<file path="src/rtl/axis_stream_writer_if.sv">
// -----------------------------------------------------------------------------
// axi_stream_if
// Minimal AXI-stream bundle shared by stream producers and consumers.
//   data  : beat payload, DATA_WIDTH bits (master -> slave)
//   valid : beat present (master -> slave)
//   last  : final beat of the packet (master -> slave)
//   ready : slave can accept a beat this cycle (slave -> master)
// A beat transfers on a cycle where valid && ready.
// -----------------------------------------------------------------------------
interface axi_stream_if #(
   parameter int unsigned DATA_WIDTH = 32
) ();

   logic [DATA_WIDTH-1:0] data;
   logic                  valid;
   logic                  last;
   logic                  ready;

   modport master (
      output data,
      output valid,
      output last,
      input  ready
   );

   modport slave (
      input  data,
      input  valid,
      input  last,
      output ready
   );

endinterface

</file>
<file path="src/rtl/axis_stream_writer.sv">
// -----------------------------------------------------------------------------
// axis_stream_writer
// AXI-stream sink: each accepted command consumes one packet and writes its
// beats to a single-port memory write port at incrementing word addresses,
// starting at base_addr. At most max_len beats are stored; any excess beats
// of the packet are drained and discarded. Completion is signalled with a
// one-cycle done pulse together with the stored beat count and a truncation
// flag.
//
// Ports:
//   clk          clock
//   rst          synchronous active-high reset
//   s_axis       input stream (axi_stream_if.slave): data/valid/last in, ready out
//   start        command strobe, only accepted while idle
//   base_addr    first write address, latched on an accepted start
//   max_len      maximum beats to store, latched on an accepted start
//   busy         high whenever a command is in progress (not idle)
//   mem_wr_en    registered memory write strobe
//   mem_wr_addr  registered memory write address (wraps modulo 2^ADDR_WIDTH)
//   mem_wr_data  registered memory write data
//   done         one-cycle completion pulse
//   len          beats stored; valid from done until the next accepted start
//   overflow     packet was truncated; valid from done until the next start
//   checksum     modulo-2^DATA_WIDTH sum of stored beats (see below)
//
// Build option:
//   AXIS_STREAM_WRITER_CHECKSUM_EN  when defined, checksum accumulates every
//   stored beat (drained beats excluded). When undefined, checksum is tied to
//   zero and no accumulator exists.
// -----------------------------------------------------------------------------
module axis_stream_writer #(
   parameter int unsigned DATA_WIDTH = 32,
   parameter int unsigned ADDR_WIDTH = 10
) (
   input  logic                  clk,
   input  logic                  rst,
   axi_stream_if.slave           s_axis,
   input  logic                  start,
   input  logic [ADDR_WIDTH-1:0] base_addr,
   input  logic [ADDR_WIDTH:0]   max_len,
   output logic                  busy,
   output logic                  mem_wr_en,
   output logic [ADDR_WIDTH-1:0] mem_wr_addr,
   output logic [DATA_WIDTH-1:0] mem_wr_data,
   output logic                  done,
   output logic [ADDR_WIDTH:0]   len,
   output logic                  overflow,
   output logic [DATA_WIDTH-1:0] checksum
);

   localparam logic [1:0] StIdle  = 2'd0;
   localparam logic [1:0] StRecv  = 2'd1;
   localparam logic [1:0] StDrain = 2'd2;
   localparam logic [1:0] StDone  = 2'd3;

   // ---------------------------------------------------------------------------
   // State and datapath registers
   // ---------------------------------------------------------------------------
   logic [1:0]            r_state,     w_state_nxt;
   logic [ADDR_WIDTH-1:0] r_base,      w_base_nxt;
   logic [ADDR_WIDTH:0]   r_max_len,   w_max_len_nxt;
   logic [ADDR_WIDTH:0]   r_count,     w_count_nxt;
   logic [ADDR_WIDTH:0]   r_len,       w_len_nxt;
   logic                  r_overflow,  w_overflow_nxt;
   logic                  r_wr_en,     w_wr_en_nxt;
   logic [ADDR_WIDTH-1:0] r_wr_addr,   w_wr_addr_nxt;
   logic [DATA_WIDTH-1:0] r_wr_data,   w_wr_data_nxt;

   // ---------------------------------------------------------------------------
   // Handshake decode
   // ---------------------------------------------------------------------------
   logic                  w_ready;
   logic                  w_start_acc;
   logic                  w_recv_hs;
   logic                  w_drain_hs;
   logic [ADDR_WIDTH:0]   w_count_inc;
   logic                  w_hit_max;

   // ready depends only on registered state, so there is no combinational
   // path from valid back to ready.
   assign w_ready     = (r_state == StRecv) || (r_state == StDrain);
   assign w_start_acc = (r_state == StIdle) && start;
   assign w_recv_hs   = (r_state == StRecv) && s_axis.valid;
   assign w_drain_hs  = (r_state == StDrain) && s_axis.valid;
   assign w_count_inc = r_count + 1'b1;
   assign w_hit_max   = (w_count_inc == r_max_len);

   // ---------------------------------------------------------------------------
   // Next-state logic
   // ---------------------------------------------------------------------------
   always_comb begin
      w_state_nxt    = r_state;
      w_base_nxt     = r_base;
      w_max_len_nxt  = r_max_len;
      w_count_nxt    = r_count;
      w_len_nxt      = r_len;
      w_overflow_nxt = r_overflow;
      w_wr_en_nxt    = 1'b0;
      w_wr_addr_nxt  = r_wr_addr;
      w_wr_data_nxt  = r_wr_data;

      unique case (r_state)
         StIdle: begin
            if (start) begin
               w_base_nxt    = base_addr;
               w_max_len_nxt = max_len;
               w_count_nxt   = '0;
               w_len_nxt     = '0;
               // A zero-length command can store nothing: every beat of the
               // packet is a truncated beat.
               if (max_len == '0) begin
                  w_overflow_nxt = 1'b1;
                  w_state_nxt    = StDrain;
               end else begin
                  w_overflow_nxt = 1'b0;
                  w_state_nxt    = StRecv;
               end
            end
         end

         StRecv: begin
            if (s_axis.valid) begin
               w_wr_en_nxt   = 1'b1;
               // Truncating add: the address wraps past the top of memory.
               w_wr_addr_nxt = r_base + r_count[ADDR_WIDTH-1:0];
               w_wr_data_nxt = s_axis.data;
               w_count_nxt   = w_count_inc;
               // last takes priority, so a packet that exactly fills max_len
               // completes cleanly without a drain phase.
               if (s_axis.last) begin
                  w_len_nxt   = w_count_inc;
                  w_state_nxt = StDone;
               end else if (w_hit_max) begin
                  w_overflow_nxt = 1'b1;
                  w_state_nxt    = StDrain;
               end
            end
         end

         StDrain: begin
            if (s_axis.valid && s_axis.last) begin
               w_len_nxt   = r_count;
               w_state_nxt = StDone;
            end
         end

         StDone: begin
            w_state_nxt = StIdle;
         end

         default: begin
            w_state_nxt = StIdle;
         end
      endcase
   end

   // ---------------------------------------------------------------------------
   // Registers
   // ---------------------------------------------------------------------------
   always_ff @(posedge clk) begin
      if (rst) begin
         r_state    <= StIdle;
         r_base     <= '0;
         r_max_len  <= '0;
         r_count    <= '0;
         r_len      <= '0;
         r_overflow <= 1'b0;
         r_wr_en    <= 1'b0;
         r_wr_addr  <= '0;
         r_wr_data  <= '0;
      end else begin
         r_state    <= w_state_nxt;
         r_base     <= w_base_nxt;
         r_max_len  <= w_max_len_nxt;
         r_count    <= w_count_nxt;
         r_len      <= w_len_nxt;
         r_overflow <= w_overflow_nxt;
         r_wr_en    <= w_wr_en_nxt;
         r_wr_addr  <= w_wr_addr_nxt;
         r_wr_data  <= w_wr_data_nxt;
      end
   end

   // ---------------------------------------------------------------------------
   // Optional checksum accumulator
   // ---------------------------------------------------------------------------
`ifdef AXIS_STREAM_WRITER_CHECKSUM_EN
   logic [DATA_WIDTH-1:0] r_checksum, w_checksum_nxt;

   always_comb begin
      w_checksum_nxt = r_checksum;
      if (w_start_acc) begin
         w_checksum_nxt = '0;
      end else if (w_recv_hs) begin
         w_checksum_nxt = r_checksum + s_axis.data;
      end
   end

   always_ff @(posedge clk) begin
      if (rst) begin
         r_checksum <= '0;
      end else begin
         r_checksum <= w_checksum_nxt;
      end
   end

   assign checksum = r_checksum;
`else
   assign checksum = '0;
`endif

   // ---------------------------------------------------------------------------
   // Outputs
   // ---------------------------------------------------------------------------
   assign s_axis.ready = w_ready;
   assign busy         = (r_state != StIdle);
   assign done         = (r_state == StDone);
   assign mem_wr_en    = r_wr_en;
   assign mem_wr_addr  = r_wr_addr;
   assign mem_wr_data  = r_wr_data;
   assign len          = r_len;
   assign overflow     = r_overflow;

   // Drain handshakes only steer the FSM; kept as a named term for readability.
   logic w_unused;
   assign w_unused = w_drain_hs;

endmodule

</file>
<file path="src/flat_wrapper.sv">
// flat-port wrapper written by rule: the top's interface ports become plain ports
module axis_stream_writer_flat 
#(
   parameter int unsigned DATA_WIDTH = 32,
   parameter int unsigned ADDR_WIDTH = 10
)
  (clk, rst, start, base_addr, max_len, busy, mem_wr_en, mem_wr_addr, mem_wr_data, done, len, overflow, checksum, s_axis_data, s_axis_valid, s_axis_last, s_axis_ready);
  axi_stream_if #(.DATA_WIDTH(DATA_WIDTH)) s_axis_i ();
  input  logic clk;
  input  logic rst;
  input  logic start;
  input  logic [ADDR_WIDTH-1:0] base_addr;
  input  logic [ADDR_WIDTH:0] max_len;
  output logic busy;
  output logic mem_wr_en;
  output logic [ADDR_WIDTH-1:0] mem_wr_addr;
  output logic [DATA_WIDTH-1:0] mem_wr_data;
  output logic done;
  output logic [ADDR_WIDTH:0] len;
  output logic overflow;
  output logic [DATA_WIDTH-1:0] checksum;
  input wire logic [$bits(s_axis_i.data)-1:0] s_axis_data;
  input wire logic [$bits(s_axis_i.valid)-1:0] s_axis_valid;
  input wire logic [$bits(s_axis_i.last)-1:0] s_axis_last;
  output wire logic [$bits(s_axis_i.ready)-1:0] s_axis_ready;
  assign s_axis_i.data = s_axis_data;
  assign s_axis_i.valid = s_axis_valid;
  assign s_axis_i.last = s_axis_last;
  assign s_axis_ready = s_axis_i.ready;
  axis_stream_writer #(.DATA_WIDTH(DATA_WIDTH), .ADDR_WIDTH(ADDR_WIDTH)) u_core (.clk(clk), .rst(rst), .s_axis(s_axis_i), .start(start), .base_addr(base_addr), .max_len(max_len), .busy(busy), .mem_wr_en(mem_wr_en), .mem_wr_addr(mem_wr_addr), .mem_wr_data(mem_wr_data), .done(done), .len(len), .overflow(overflow), .checksum(checksum));
endmodule
</file>
<file path="config.mk">
export PLATFORM = sky130hd
export DESIGN_NAME = axis_stream_writer_flat
export DESIGN_NICKNAME = d
export VERILOG_FILES = /design/src/rtl/axis_stream_writer_if.sv /design/src/rtl/axis_stream_writer.sv /design/src/flat_wrapper.sv
export SDC_FILE = /design/constraint.sdc
export NUM_CORES = 1
export LEC_CHECK = 0
export CAP_MARGIN = 20
export CORE_MARGIN = 8
export CORE_UTILIZATION = 50
export CTS_CLUSTER_SIZE = 25
export DETAILED_ROUTE_END_ITERATION = 12
export GPL_TIMING_DRIVEN = 0
export PLACE_DENSITY_LB_ADDON = 0.08
export REMOVE_ABC_BUFFERS = 1
export SLEW_MARGIN = 10
export SYNTH_ARGS = -nofsm -noshare
export SYNTH_HDL_FRONTEND = slang
export SYNTH_SLANG_ARGS = --single-unit
</file>
<file path="constraint.sdc">
create_clock -name clk -period 4.1 [get_ports clk]
set_input_delay 0.41 -clock clk [delete_from_list [all_inputs] [get_ports clk]]
set_output_delay 0.41 -clock clk [all_outputs]
set_load 0.02 [all_outputs]
</file>
After elaboration in Yosys (flattened, before gate mapping)
Cells that the tools add are included.
{ "classes": {"add_sub_neg": 2, "n_eq_ne": 11, "n_mux": 21, "n_bitwise": 1, "n_reduce_logical": 14} }
{ "ops": {"columns": ["operator", "n"], "rows": [
  ["2-to-1 mux 11 bit", 5],
  ["case mux 11 bit (3 select lines)", 1],
  ["case mux 11 bit (2 select lines)", 1],
  ["2-to-1 mux 2 bit", 6],
  ["adder 11 x 1 -> 11 bit (second input constant)", 1],
  ["== test 11 bit", 1],
  ["logical NOT 11 bit", 1],
  ["adder 10 bit", 1],
  ["inequality test 2 bit (second input constant)", 5],
  ["AND reduction 5 bit", 2],
  ["case mux 2 bit (4 select lines)", 1],
  ["2-to-1 mux 1 bit", 6],
  ["== test 2 bit (second input constant)", 2],
  ["AND reduction 2 bit", 2],
  ["AND reduction 4 bit", 1],
  ["nonzero test 2 bit", 2],
  ["inequality test 3 x 2 -> 1 bit (second input constant)", 1],
  ["AND reduction 3 bit", 1],
  ["nonzero test 3 bit", 1],
  ["== test 2 x 1 -> 1 bit (second input constant)", 1],
  ["logical NOT 2 bit", 1],
  ["inequality test 2 x 1 -> 1 bit (second input constant)", 1],
  ["case mux 1 bit (2 select lines)", 1],
  ["OR reduction 2 bit", 1],
  ["3 further kinds", 3]
]} }
{ "word_totals": {"reg_bits": 89, "input_bits": 58, "output_inout_bits": 90, "elab_cells": 58} }

Logic depth before layout (Yosys ltp)
{ "logic_depth": {"depth_word": 6, "ltp_mapped": 10, "mapped_depth_nobuf": 9} }

Worst setup path after synthesis
Ideal clock, no wire load.
{ "synth_timing": {"path_kind": "register to register", "start": "register u_core.r_count[1]", "end": "register u_core.r_state[1]", "setup_ps": 121, "t_arrival_ps": 2242, "required_time_ps": 3979, "slack_ps": 1736, "path_stages_with_launch": 11, "path_buffers": 2, "synth_period_minus_slack_ps": 2364, "path_cell_list": "dfxtp_1 > ha_1 > buf_6 > and4_4 > buf_6 > nand2_4 > xnor2_1 > o311ai_1 > o2111ai_1 > o21ai_2 > mux2_4"} }
{ "synth_between": {"elab_chain_len": 4} }
{ "synth_lines": {"columns": ["element", "line_no", "text"], "rows": [
  ["start: declaration", "axis_stream_writer.sv:62", "logic [ADDR_WIDTH:0] r_count, w_count_nxt;"],
  ["start signal: assignment", "axis_stream_writer.sv:175", "r_count <= w_count_nxt;"],
  ["adder 11 x 1 -> 11 bit", "axis_stream_writer.sv:85", "assign w_count_inc = r_count + 1'b1;"],
  ["== test 11 bit", "axis_stream_writer.sv:86", "assign w_hit_max = (w_count_inc == r_max_len);"],
  ["inequality test 3 x 2 -> 1 bit (no line)", null, null],
  ["AND reduction 4 bit (no line)", null, null],
  ["end signal: assignment", "axis_stream_writer.sv:162", "r_state <= StIdle;"],
  ["end signal: assignment", "axis_stream_writer.sv:172", "r_state <= w_state_nxt;"],
  ["end: declaration", "axis_stream_writer.sv:59", "logic [1:0] r_state, w_state_nxt;"]
]} }
Every way passes these cells.
A chain may end at the register's enable or synchronous reset.

Worst setup path after layout
{ "layout_timing": {"start": "register u_core.r_count[0]", "end": "register u_core.r_state[1]"} }
Same word-level chain as after synthesis.

==> flow_summary.yaml <==
placed_design:
  routabilityCongestion: 0.815
  dp_slack_ns: 1.25
  portBuffers: 115
  placed_cell_area_um2: 5590
  hpwl_um: 8520
worst_setup_path:
  crit_arrival_ns: 3.12
  required_ns: 4.36
  start_kind: "flop"
  endpoint_kind: "flop"
  crit_type: "reg2reg"
  cp_max_fo: 11
  r2r_cells: 8
global_routing:
  grt_pass1_wl_um: 19500
  grt_max_degree: 56
  antenna_found_initial: 0
  first_global_vias: 3919
  grt_overflow: 0
  grt_usage: 0.188
clocking:
  ctsResizeCount: 0
  cts_inserted_buffers: 9
  cts.sinks: 89
  cts.path.max_buffers: 2
  cts.clk_slew.worst_paths_ns: 0.09
  clock_latency_ns: 0.37
  cts_hold_buffers: 0
  root_buffer: "clkbuf_8"
  cts_tree: "done"
  h-tree-depth: 3
  cts_setup_buffers: 0
synthesis:
  synth.area.top_cells: "dfxtp_1 (39%), nand2_1 (11%), a21oi_1 (9.5%)"
  synth_top_cell_by_area: "dfxtp_1"
  synth-edff-count: 0
  ys_seq_area_frac: 0.387
  synth_cells: 589
  ys_seq_elements: 89
  post_synth.cell_area_avg_um2: 7.82
  synth_area_um2: 4610
  synth_top_flop_cell: "dfxtp_1"
  synth_async_sr_flop_share: 0
  ys.warnings.count: 0
  yosysUniqueCellTypes: 53
  netlist.area_leader.share: 0.387
drt:
  wl_per_cell_um: 15.0
  drtIter0Drc: 265
  drtPass1Iterations: 5
  postRouteAntennaNets: 0
  vias_per_cell: 5.18
  drc_errors: 0
  drt-total-wl_um: 11800
  vias: 4080
sta:
  skew_ns: 0.0117
  setup_viol: 0
  slew_headroom: 0.346
  hold_ws_ns: 0.453
  timing.fmax_ghz: 0.349
  fin_crit_sh: 0.699
  finalCriticalPeriod_ns: 2.86
  slew_viol_final: 0
  worst_slew_pin_slew_ns: 0.981
  hold_violations: 0
  rsz0062_at_grt: "no"
  fin_ws_ns: 1.24
floorplan:
  die_area_um2: 12500
  rows: 35
  die_h_um: 112
  pin_count: 148
  die_width_um: 112
  fp.coreArea_um2: 9110
  start_util: 0.506
cells_and_area:
  post-route-util: 0.634
  multiInputGateArea_um2: 2450
  drive_gt1_frac: 0.0473
  nNetsFinal: 746
  seq_area_um2: 1780
  syn_to_final_growth_pct: 25.5
  num-fill-cells: 842
  fin_area_um2: 5780
  antenna_cells: 0
power:
  power.density_nw_per_um2: 443
  power_mw: 2.56
  ir_worst_vdd_v: 0.000288
  p_leak_nw: 2.14
min_path:
  hold_path_class: "in2reg"
  holdPathStages: 2
run:
  maxCapViolCount: 0
run_status:
  status: "finished clean"
==> logic make-up (layout without fill, tap and decap cells) <==
kind of cell               count (synthesis)  in the layout  synth area share
muxes                                      9              9            0.0206
other                                      1             32          0.000814
DFF                                       89             89             0.387
and+or+nand+nor                          232            232             0.226
adders and majority gates                 16             16            0.0451
xor gates and xnor gates                  25             25            0.0475
buffers and inverters                     82            139             0.106
AOI/OAI and AO/OA                        135            135             0.167
==> sequential cells by signal (all words and copies together) (netlist names) <==
name	cells
u_core.overflow	1
u_core.mem_wr_en	1
u_core.mem_wr_data	32
u_core.mem_wr_addr	10
u_core.r_base	10
u_core.len	11
u_core.r_count	11
u_core.r_state	2
u_core.r_max_len	11
==> synthesized netlist by cell type (all sizes together), types with 2 or more instances <==
cell type  number
nor2           38
a21oi          87
and2            4
xor2            6
dfxtp          89
o21a            2
nor2b           2
and3            4
buf            47
o31a            2
inv             6
nor3           12
nand2b          5
nand2         139
ha             15
a211oi          5
nand4           5
o21ai          17
a21o            3
mux2i           8
nor4            3
xnor2          19
and4            2
nand3          11
clkbuf         29
nor3b           2
a22oi          12
==> layout by cell type (no fill, tap or decap), types with 2 or more instances in the layout <==
cell type | synthesis | layout
a21oi_1 | 87 | 87
a21o_1 | 3 | 3
buf_12 | 0 | 2
ha_1 | 15 | 15
inv_1 | 6 | 6
xnor2_1 | 19 | 19
and3_1 | 2 | 2
clkdlybuf4s50_1 | 0 | 114
nor3_1 | 12 | 12
nor2_1 | 36 | 36
mux2i_1 | 8 | 8
a211oi_1 | 5 | 5
o21ai_0 | 16 | 16
and3_4 | 2 | 2
nand4_1 | 4 | 4
nor2b_1 | 2 | 2
conb_1 | 1 | 32
nor4_1 | 3 | 3
clkinv_2 | 0 | 2
xor2_1 | 6 | 6
nand2b_1 | 5 | 5
a22oi_1 | 12 | 12
o31a_1 | 2 | 2
clkbuf_8 | 0 | 9
nand2_1 | 138 | 137
nand3_1 | 11 | 11
inv_6 | 0 | 2
dfxtp_1 | 89 | 89
nor3b_1 | 2 | 2
and2_1 | 3 | 2
o21a_1 | 2 | 2
==> power by group <==
group	total [mW]	internal, mW	switching (mW)
sequential	1.04	0.968	0.0682
clock	0.612	0.284	0.328
combinational	0.909	0.363	0.546
total	2.56	1.62	0.942
==> stage by stage <==
step           setup TNS, ns  std cells
5_1_grt                    0        788
3_3_place_gp          -0.159        770
4_1_cts                    0        788
3_5_place_dp               0        772
2_1_floorplan              0        544
6_report                   0        788
==> metal layers <==
metal / wire length (µm) / up-vias / track usage / share of wire
li1: - / 2082 / - / -
met2: 5500 / 112 / 0.312 / 0.47
met1: 5370 / 1874 / 0.231 / 0.45
met5: 0 / - / 0 / 0
met3: 760 / 12 / 0.0509 / 0.064
met4: 176 / 0 / 0.0629 / 0.015
==> area by class of cell <==
cell class,count,share of cell area
Clock inverter,6,0.0113
Tap cell,111,0.0240
Multi-Input combinational cell,449,0.425
Clock buffer,10,0.0221
Timing Repair Buffer,117,0.206
Sequential cell,89,0.308
Inverter,6,0.00390
==> worst max-delay path, cell delays in order (launching register included) <==
cell	delay (ns)
dfxtp_1	0.66
ha_1	0.44
and4_4	0.35
nand2_4	0.07
xnor2_1	0.12
o311ai_1	0.31
o2111ai_1	0.25
o21ai_2	0.24
mux2_4	0.32
==> worst paths after layout <==
| check | startpoint | slack (ns) | to |
|---|---|---|---|
| worst max-delay path | u_core.r_count[0] | 1.24 | u_core.r_state[1] |
| worst min-delay path | rst | 0.45 | u_core.r_count[9] |
| worst max register to register | u_core.r_count[0] | 1.24 | u_core.r_state[1] |
| worst min register to register | u_core.mem_wr_data[24] | 0.46 | u_core.mem_wr_data[24] |
(Power assumes the default switching activity.)
